--- src/rtl/pe_rs_engine_pkg.sv ---
// Shared opcode/state types and helpers for the row-stationary PE.
package pe_rs_engine_pkg;

   localparam int CW = 16;

   typedef enum logic [2:0] {
      OP_SET  = 3'b000,
      OP_LIF  = 3'b001,
      OP_LWG  = 3'b010,
      OP_CONV = 3'b011,
      OP_ACC  = 3'b100,
      OP_SHF  = 3'b101,
      OP_DRN  = 3'b110,
      OP_NOP  = 3'b111
   } op_t;

   typedef enum logic [2:0] {
      ST_IDLE,
      ST_DEC,
      ST_LIF,
      ST_LWG,
      ST_SHF,
      ST_CONV,
      ST_ACC,
      ST_DRN
   } state_t;

   // (a + b) mod m, valid when a < m and b <= m
   function automatic logic [4:0] wrap_add(
      input logic [3:0] a,
      input logic [3:0] b,
      input logic [3:0] m
   );
      logic [4:0] t;
      t = {1'b0, a} + {1'b0, b};
      if (t >= {1'b0, m})
         t = t - {1'b0, m};
      return t;
   endfunction

endpackage

--- src/rtl/pe_rs_engine_mac.sv ---
// Signed element multiply plus saturating psum add.
module pe_rs_engine_mac
   import pe_rs_engine_pkg::*;
#(
   parameter int EWIDTH   = 8,
   parameter int PWIDTH   = 32,
   parameter int SATURATE = 1
) (
   input  logic              mul_en,
   input  logic [EWIDTH-1:0] a,
   input  logic [EWIDTH-1:0] b,
   input  logic [PWIDTH-1:0] addend,
   input  logic [PWIDTH-1:0] acc,
   output logic [PWIDTH-1:0] sum
);

   localparam logic [PWIDTH-1:0] MAXV = {1'b0, {(PWIDTH-1){1'b1}}};
   localparam logic [PWIDTH-1:0] MINV = {1'b1, {(PWIDTH-1){1'b0}}};

   logic [2*EWIDTH-1:0] prod;
   logic [PWIDTH-1:0]   opnd;
   logic [PWIDTH:0]     wide;

   always_comb begin
      prod = $signed({{EWIDTH{a[EWIDTH-1]}}, a})
           * $signed({{EWIDTH{b[EWIDTH-1]}}, b});
      opnd = mul_en
           ? {{(PWIDTH-2*EWIDTH){prod[2*EWIDTH-1]}}, prod}
           : addend;
      wide = {acc[PWIDTH-1], acc} + {opnd[PWIDTH-1], opnd};
      if (SATURATE != 0 && wide[PWIDTH] != wide[PWIDTH-1])
         sum = wide[PWIDTH] ? MINV : MAXV;
      else
         sum = wide[PWIDTH-1:0];
   end

endmodule

--- src/rtl/pe_rs_engine.sv ---
// Row-stationary PE: ifmap/weight spads, psum RF, opcode-sequenced MAC.
module pe_rs_engine
   import pe_rs_engine_pkg::*;
#(
   parameter int EWIDTH      = 8,
   parameter int PWIDTH      = 32,
   parameter int IFMAP_DEPTH = 16,
   parameter int WGHT_DEPTH  = 128,
   parameter int PSUM_DEPTH  = 8,
   parameter int SATURATE    = 1
) (
   input  logic              i_clk,
   input  logic              i_rst,
   input  logic [2:0]        i_opcode,
   input  logic              i_opcode_valid,
   output logic              o_opcode_ready,
   input  logic [4:0]        i_layer_p,
   input  logic [2:0]        i_layer_q,
   input  logic [3:0]        i_layer_s,
   input  logic [3:0]        i_layer_u,
   input  logic [EWIDTH-1:0] i_ifmap_data,
   input  logic              i_ifmap_valid,
   output logic              o_ifmap_ready,
   input  logic [EWIDTH-1:0] i_wght_data,
   input  logic              i_wght_valid,
   output logic              o_wght_ready,
   input  logic [PWIDTH-1:0] i_psum_in_data,
   input  logic              i_psum_in_valid,
   output logic              o_psum_in_ready,
   output logic [PWIDTH-1:0] o_psum_out_data,
   output logic              o_psum_out_valid,
   input  logic              i_psum_out_ready
);

   localparam int IA = $clog2(IFMAP_DEPTH);
   localparam int WA = $clog2(WGHT_DEPTH);
   localparam int PA = $clog2(PSUM_DEPTH);

   state_t            state;
   op_t               op;
   logic [4:0]        p_r;
   logic [2:0]        q_r;
   logic [3:0]        s_r, u_r, base;
   logic [CW-1:0]     cnt, total;
   logic [PA-1:0]     cp;
   logic [2:0]        cq;
   logic [3:0]        cs;
   logic [EWIDTH-1:0] ifm [IFMAP_DEPTH];
   logic [EWIDTH-1:0] wgt [WGHT_DEPTH];
   logic [PWIDTH-1:0] psum [PSUM_DEPTH];
   logic              s2_v;
   logic [PA-1:0]     s2_p;
   logic [EWIDTH-1:0] s2_a, s2_b;
   logic [PWIDTH-1:0] out_data, mac_add, mac_sum;
   logic              out_valid;
   logic [3:0]        col;
   logic [IA-1:0]     if_addr;
   logic [WA-1:0]     w_addr;
   logic [PA-1:0]     rf_idx;
   logic more, out_free, if_beat, w_beat, conv_iss, pop;

   assign more            = cnt < total;
   assign out_free        = !out_valid || i_psum_out_ready;
   assign o_opcode_ready  = state == ST_IDLE;
   assign o_ifmap_ready   = (state == ST_LIF || state == ST_SHF) && more;
   assign o_wght_ready    = state == ST_LWG && more;
   assign o_psum_in_ready = state == ST_ACC && more && out_free;
   assign o_psum_out_data  = out_data;
   assign o_psum_out_valid = out_valid;

   assign if_beat  = o_ifmap_ready && i_ifmap_valid;
   assign w_beat   = o_wght_ready && i_wght_valid;
   assign conv_iss = state == ST_CONV && more;
   assign pop      = (o_psum_in_ready && i_psum_in_valid)
                  || (state == ST_DRN && more && out_free);

   // Window column s lives at physical column (base+s) mod S
   assign col     = 4'(wrap_add(base, cs, s_r));
   assign if_addr = IA'(CW'(col) * CW'(q_r) + CW'(cq));
   assign w_addr  = WA'(cnt);
   assign rf_idx  = s2_v ? s2_p : PA'(cnt);
   assign mac_add = state == ST_ACC ? i_psum_in_data : '0;

   pe_rs_engine_mac #(
      .EWIDTH  (EWIDTH),
      .PWIDTH  (PWIDTH),
      .SATURATE(SATURATE)
   ) u_mac (
      .mul_en(s2_v),
      .a     (s2_a),
      .b     (s2_b),
      .addend(mac_add),
      .acc   (psum[rf_idx]),
      .sum   (mac_sum)
   );

   always_ff @(posedge i_clk) begin
      if (if_beat)
         ifm[if_addr] <= i_ifmap_data;
      if (w_beat)
         wgt[w_addr] <= i_wght_data;
   end

   always_ff @(posedge i_clk) begin
      if (i_rst) begin
         state     <= ST_IDLE;
         op        <= OP_NOP;
         p_r       <= '0;
         q_r       <= '0;
         s_r       <= '0;
         u_r       <= '0;
         base      <= '0;
         cnt       <= '0;
         total     <= '0;
         cp        <= '0;
         cq        <= '0;
         cs        <= '0;
         s2_v      <= 1'b0;
         s2_p      <= '0;
         s2_a      <= '0;
         s2_b      <= '0;
         out_valid <= 1'b0;
         out_data  <= '0;
         for (int i = 0; i < PSUM_DEPTH; i++)
            psum[i] <= '0;
      end else begin
         s2_v <= conv_iss;
         if (conv_iss) begin
            s2_p <= cp;
            s2_a <= ifm[if_addr];
            s2_b <= wgt[w_addr];
         end
         if (s2_v)
            psum[s2_p] <= mac_sum;
         if (pop) begin
            psum[PA'(cnt)] <= '0;
            out_data  <= mac_sum;
            out_valid <= 1'b1;
         end else if (i_psum_out_ready) begin
            out_valid <= 1'b0;
         end
         // Beat counters nest as p { s { q } }
         if (if_beat || w_beat || conv_iss || pop) begin
            cnt <= cnt + 1'b1;
            if (cq == q_r - 1'b1) begin
               cq <= '0;
               if (cs == s_r - 1'b1) begin
                  cs <= '0;
                  cp <= cp + 1'b1;
               end else begin
                  cs <= cs + 1'b1;
               end
            end else begin
               cq <= cq + 1'b1;
            end
         end
         unique case (state)
            ST_IDLE: if (i_opcode_valid) begin
               op    <= op_t'(i_opcode);
               state <= ST_DEC;
            end
            ST_DEC: begin
               cnt <= '0;
               cp  <= '0;
               cq  <= '0;
               cs  <= '0;
               unique case (op)
                  OP_SET: begin
                     p_r   <= i_layer_p;
                     q_r   <= i_layer_q;
                     s_r   <= i_layer_s;
                     u_r   <= i_layer_u;
                     state <= ST_IDLE;
                  end
                  OP_LIF: begin
                     total <= CW'(q_r) * CW'(s_r);
                     base  <= '0;
                     state <= ST_LIF;
                  end
                  OP_LWG: begin
                     total <= CW'(p_r) * CW'(q_r) * CW'(s_r);
                     state <= ST_LWG;
                  end
                  OP_SHF: begin
                     total <= CW'(u_r) * CW'(q_r);
                     state <= ST_SHF;
                  end
                  OP_CONV: begin
                     total <= CW'(p_r) * CW'(q_r) * CW'(s_r);
                     state <= ST_CONV;
                  end
                  OP_ACC: begin
                     total <= CW'(p_r);
                     state <= ST_ACC;
                  end
                  OP_DRN: begin
                     total <= CW'(p_r);
                     state <= ST_DRN;
                  end
                  default: state <= ST_IDLE;
               endcase
            end
            ST_LIF, ST_LWG, ST_CONV: if (!more)
               state <= ST_IDLE;
            ST_SHF: if (!more) begin
               base  <= 4'(wrap_add(base, u_r, s_r));
               state <= ST_IDLE;
            end
            ST_ACC, ST_DRN: if (!more && out_free)
               state <= ST_IDLE;
            default: state <= ST_IDLE;
         endcase
      end
   end

endmodule
--- config.mk ---
export PLATFORM = sky130hd
export DESIGN_NAME = pe_rs_engine
export DESIGN_NICKNAME = d
export VERILOG_FILES = /design/src/rtl/pe_rs_engine_pkg.sv /design/src/rtl/pe_rs_engine_mac.sv /design/src/rtl/pe_rs_engine.sv
export SDC_FILE = /design/constraint.sdc
export NUM_CORES = 2
export LEC_CHECK = 0
export BUFFER_PORTS_ARGS = -buffer_cell sky130_fd_sc_hd__buf_2
export CAP_MARGIN = 20
export CORE_MARGIN = 1
export CORE_UTILIZATION = 65
export CTS_BUF_LIST = sky130_fd_sc_hd__clkbuf_8 sky130_fd_sc_hd__clkbuf_16
export CTS_CLUSTER_SIZE = 12
export DETAILED_ROUTE_END_ITERATION = 8
export PLACE_DENSITY = 0.8
export SLEW_MARGIN = 10
export SYNTH_ARGS = -nofsm -noshare
export SYNTH_HDL_FRONTEND = slang
export SYNTH_HIERARCHICAL = 1
export SYNTH_SLANG_ARGS = --single-unit
--- constraint.sdc ---
create_clock -name i_clk -period 11.14 [get_ports i_clk]
set_input_delay 1.671 -clock i_clk [delete_from_list [all_inputs] [get_ports i_clk]]
set_output_delay 1.671 -clock i_clk [all_outputs]
set_load 0.05 [all_outputs]
==> metrics.md <==
| Metric | Value |
|---|---|
| Vias | ~47000 |
| Internal power | 0.008772 W |
| Initial DRC count | 6508 |
| Slowest library cell on the worst path | o21ai_2 |
| Total wire length | 189.4 mm |
| Worst Tran Pin Value | 1.154 ns |
| Placed cells | 6555 |
| Rel. slew slack | 0.2306 |
| Drt drc | 0 |
| Worst setup SP type | register |
| Die Ht | roughly 330 um |
| Initial Util | 0.6550 |
| Setup slack on the worst flop-to-flop path | 2.51 ns |
| Sequential share of the synthesized area | 0.6100 |
| CTS tree | built |
| RSZ-0062 raised after global routing | no |
| Vias in the first global route | 45230 |
| DRT antenna net count | 0 |
| Leakage power | 26.44 nW |
| Finished Layout Cells | 6798 |
| Layout cells sized above 1 | 0.1317 |
| Syn-to-layout area delta | 8.954% |
| Setup TNS Final | 0 ns |
| CORE AREA | 105300 um2 |
| Synthesized area | between 60000 and 70000 um2 |
| Total power | 0.01110 W |
| Cell mode on critical path | inv_1 |
| Layout Skew | 0.04146 ns |
| Wire per inst | between 20 and 30 um |
| Critical Path Source | s2_b[2] |
| FF+latch count, synth | 1525 |
| Resize count post-CTS | 0 |
| Clock latency on the worst-skew pair | 0.80 ns |
| Rows | 119 |
| Die ar. | 107400 um2 |
| CP endpoint kind | register |
| Mean post-synth cell area | 12.88 um2 |
| Fin. max-slew vios | 0 |
| Status | complete, no violations |
| Clock power share | 0.431 |
| First-pass GRT wire length | around 280 mm |
| IO Port Bufs | 110 |
| Synth area leaders | edfxtp_1 (50%), dfxtp_1 (11%), mux4_2 (3.8%) |
| Largest net degree at the start of global routing | 105 |
| Max Clock Freq | 115.9 MHz |
| Root Driver | clkbuf_16 |
| Final Hold Vio Count | 0 |
| RR Endpoint | o_psum_out_data[18] |
| CP endpoint | o_psum_out_data[18] |
| Unique masters post-synth | around 100 |
| Cell taking the most area after synthesis | edfxtp_1 |
| GP Congestion | 0.9017 |
| Global route total overflow | 0 |
| Post-CTS Setup Bufs | 0 |
| Reg2reg path depth | 29 |
| I/O pins | between 100 and 150 |
| Post-synth ARST share | 0 |
| RR Startpoint | s2_b[2] |
| Sw power | roughly 0.0023 W |
| DR vias/cell | ~7 |
| Period minus WS final | ~8.6 ns |
| Largest stage delay, worst path | 0.66 ns |
| WP data required | 11.75 ns |
| Crit Path Max Fanout | 17 |
| Pwr Density | about 150 nW/um2 |
| Switching share of power | 0.2096 |
| Most used DFF post-synth | edfxtp_1 |
| Detailed placement HPWL | 111.8 mm |
| Worst min path class | register to register |
| Clk slew on worst S/H paths | 0.06 ns |
| Period utilization | 0.7746 |
| Initial antenna violation count | 2 |
| Post-synth EDFFs | 1152 |
| CTS Sinks | 1525 |
| Gate Count Post-Synth | 5354 |
| # setup viols final | 0 |
| Area share of the largest cell type after synthesis | 0.5017 |
| Critical Path AT | approximately 9.2 ns |
| Htree depth | 4 |
| Die Wd | ~330 um |
| CTS Buf Count | ~150 |
| Worst ir drop on vdd | 0.1998 mV |
| Kind of critical path | register to register |
| Final #Nets | 5619 |
| Maximum clock path buffer count | 3 |
| Max Cap Viol | 0 |
| Yosys warnings | 6 |
| Syn Nets | ~5600 |
| GRT Total Usage | 0.3488 |
| First drt pass iteration count | 6 |
| ANT cells | 0 |
| Hold_buf cts | 0 |
| Logic pwr share | 0.018 |
| Sequential share of power | 0.551 |
## cells in the final DEF (no fill, tap or decap), types with 111 or more instances in the layout
master / instances
a21oi_1: 447
a221oi_1: 115
a22oi_1: 182
clkbuf_16: 157
dfxtp_1: 368
edfxtp_1: 1152
ha_1: 132
inv_1: 213
mux2_2: 111
mux4_2: 115
nand2_1: 214
nor2_1: 591
nor3b_1: 269
## logic make-up (layout without fill, tap and decap cells)
family	Yosys count	count (layout)	synth area share
AOI/OAI and AO/OA	1179	1179	0.1149
buffers and inverters	567	620	0.03533
muxes	344	344	0.07308
xor gates and xnor gates	86	86	0.01114
adders and majority gates	224	224	0.04980
DFF	1525	1525	0.6100
and+or+nand+nor	1429	1429	0.1057
## worst min path at each step
| stage | from | endpoint | slack [ns] | depth (start not counted) |
|---|---|---|---|---|
| 6_report | cnt[14] | cnt[14] | 0.45 | 1 |
| 5_1_grt | cnt[14] | cnt[14] | 0.48 | 1 |
| 4_1_cts | cnt[14] | cnt[14] | 0.46 | 1 |
| 3_5_place_dp | cnt[14] | cnt[14] | 0.44 | 1 |
| 3_3_place_gp | cnt[15] | cnt[15] | 0.43 | 1 |
| 2_1_floorplan | cnt[14] | cnt[14] | 0.42 | 1 |
## stage by stage
stage,setup WS [ns],util,area [um2],hold WS [ns]
2_1_floorplan,3.892,-,68950,0.4205
3_3_place_gp,2.832,0.6684,70360,0.4339
3_5_place_dp,2.574,0.6687,70390,0.4355
4_1_cts,2.559,0.7122,74970,0.4557
5_1_grt,1.850,0.7136,75120,0.4783
6_report,2.511,0.7136,75120,0.4539
## state kept, by name, indices dropped and copies added, names as in the netlist, 4 cells and up
| register | cells |
|---|---|
| base | 4 |
| cnt | 16 |
| cs | 4 |
| ifm | 128 |
| o_psum_out_data | 32 |
| p_r | 5 |
| psum | 256 |
| s2_a | 8 |
| s2_b | 8 |
| s_r | 4 |
| total | 12 |
| u_r | 4 |
| wgt | 1024 |
## area by class of cell
type                            count  area, um2
Tap cell                         1391       1740
Sequential cell                  1525      42070
Multi-Input combinational cell   3262      24600
Inverter                          176      660.6
Fill cell                        6742      30150
Timing Repair Buffer              209       1459
Clock buffer                      169       4094
Clock inverter                     66      488.0
## worst max-delay path, delay by kind of cell (launching register included)
kind	cells	cell delay [ns]
simple gates	4	0.47
mux	2	0.67
compound gates	11	3.60
flops	1	0.39
fa+ha+maj	6	2.71
buf+inv	6	0.60
## metal layers
metal	vias to the layer above	wire [um]	track usage
met4	4	9346	0.1649
li1	19990	-	-
met1	22870	69500	0.4664
met5	-	23	0
met3	601	24040	0.09257
met2	3299	86500	0.5354
## Yosys cell counts, drive strengths merged, types with 112 or more instances
cell type  count
a21oi        460
a221oi       115
a22oi        182
and2         112
buf          153
clkbuf       238
dfxtp        373
edfxtp      1152
ha           133
inv          175
mux2         119
mux4         115
nand2        216
nor2         603
nor3b        275
## power by group through the flow
stage / clock network, W / logic [W] / registers (W)
global route: 0.00501 / 0.000205 / 0.00611
CTS: 0.00479 / 0.000186 / 0.00612
finish: 0.00479 / 0.000195 / 0.00611
floorplan: 0 / 0.0000811 / 0.00623
global placement: 0 / 0.000180 / 0.00624
detailed placement: 0 / 0.000185 / 0.00624
Power figures use the tool's default switching activity.
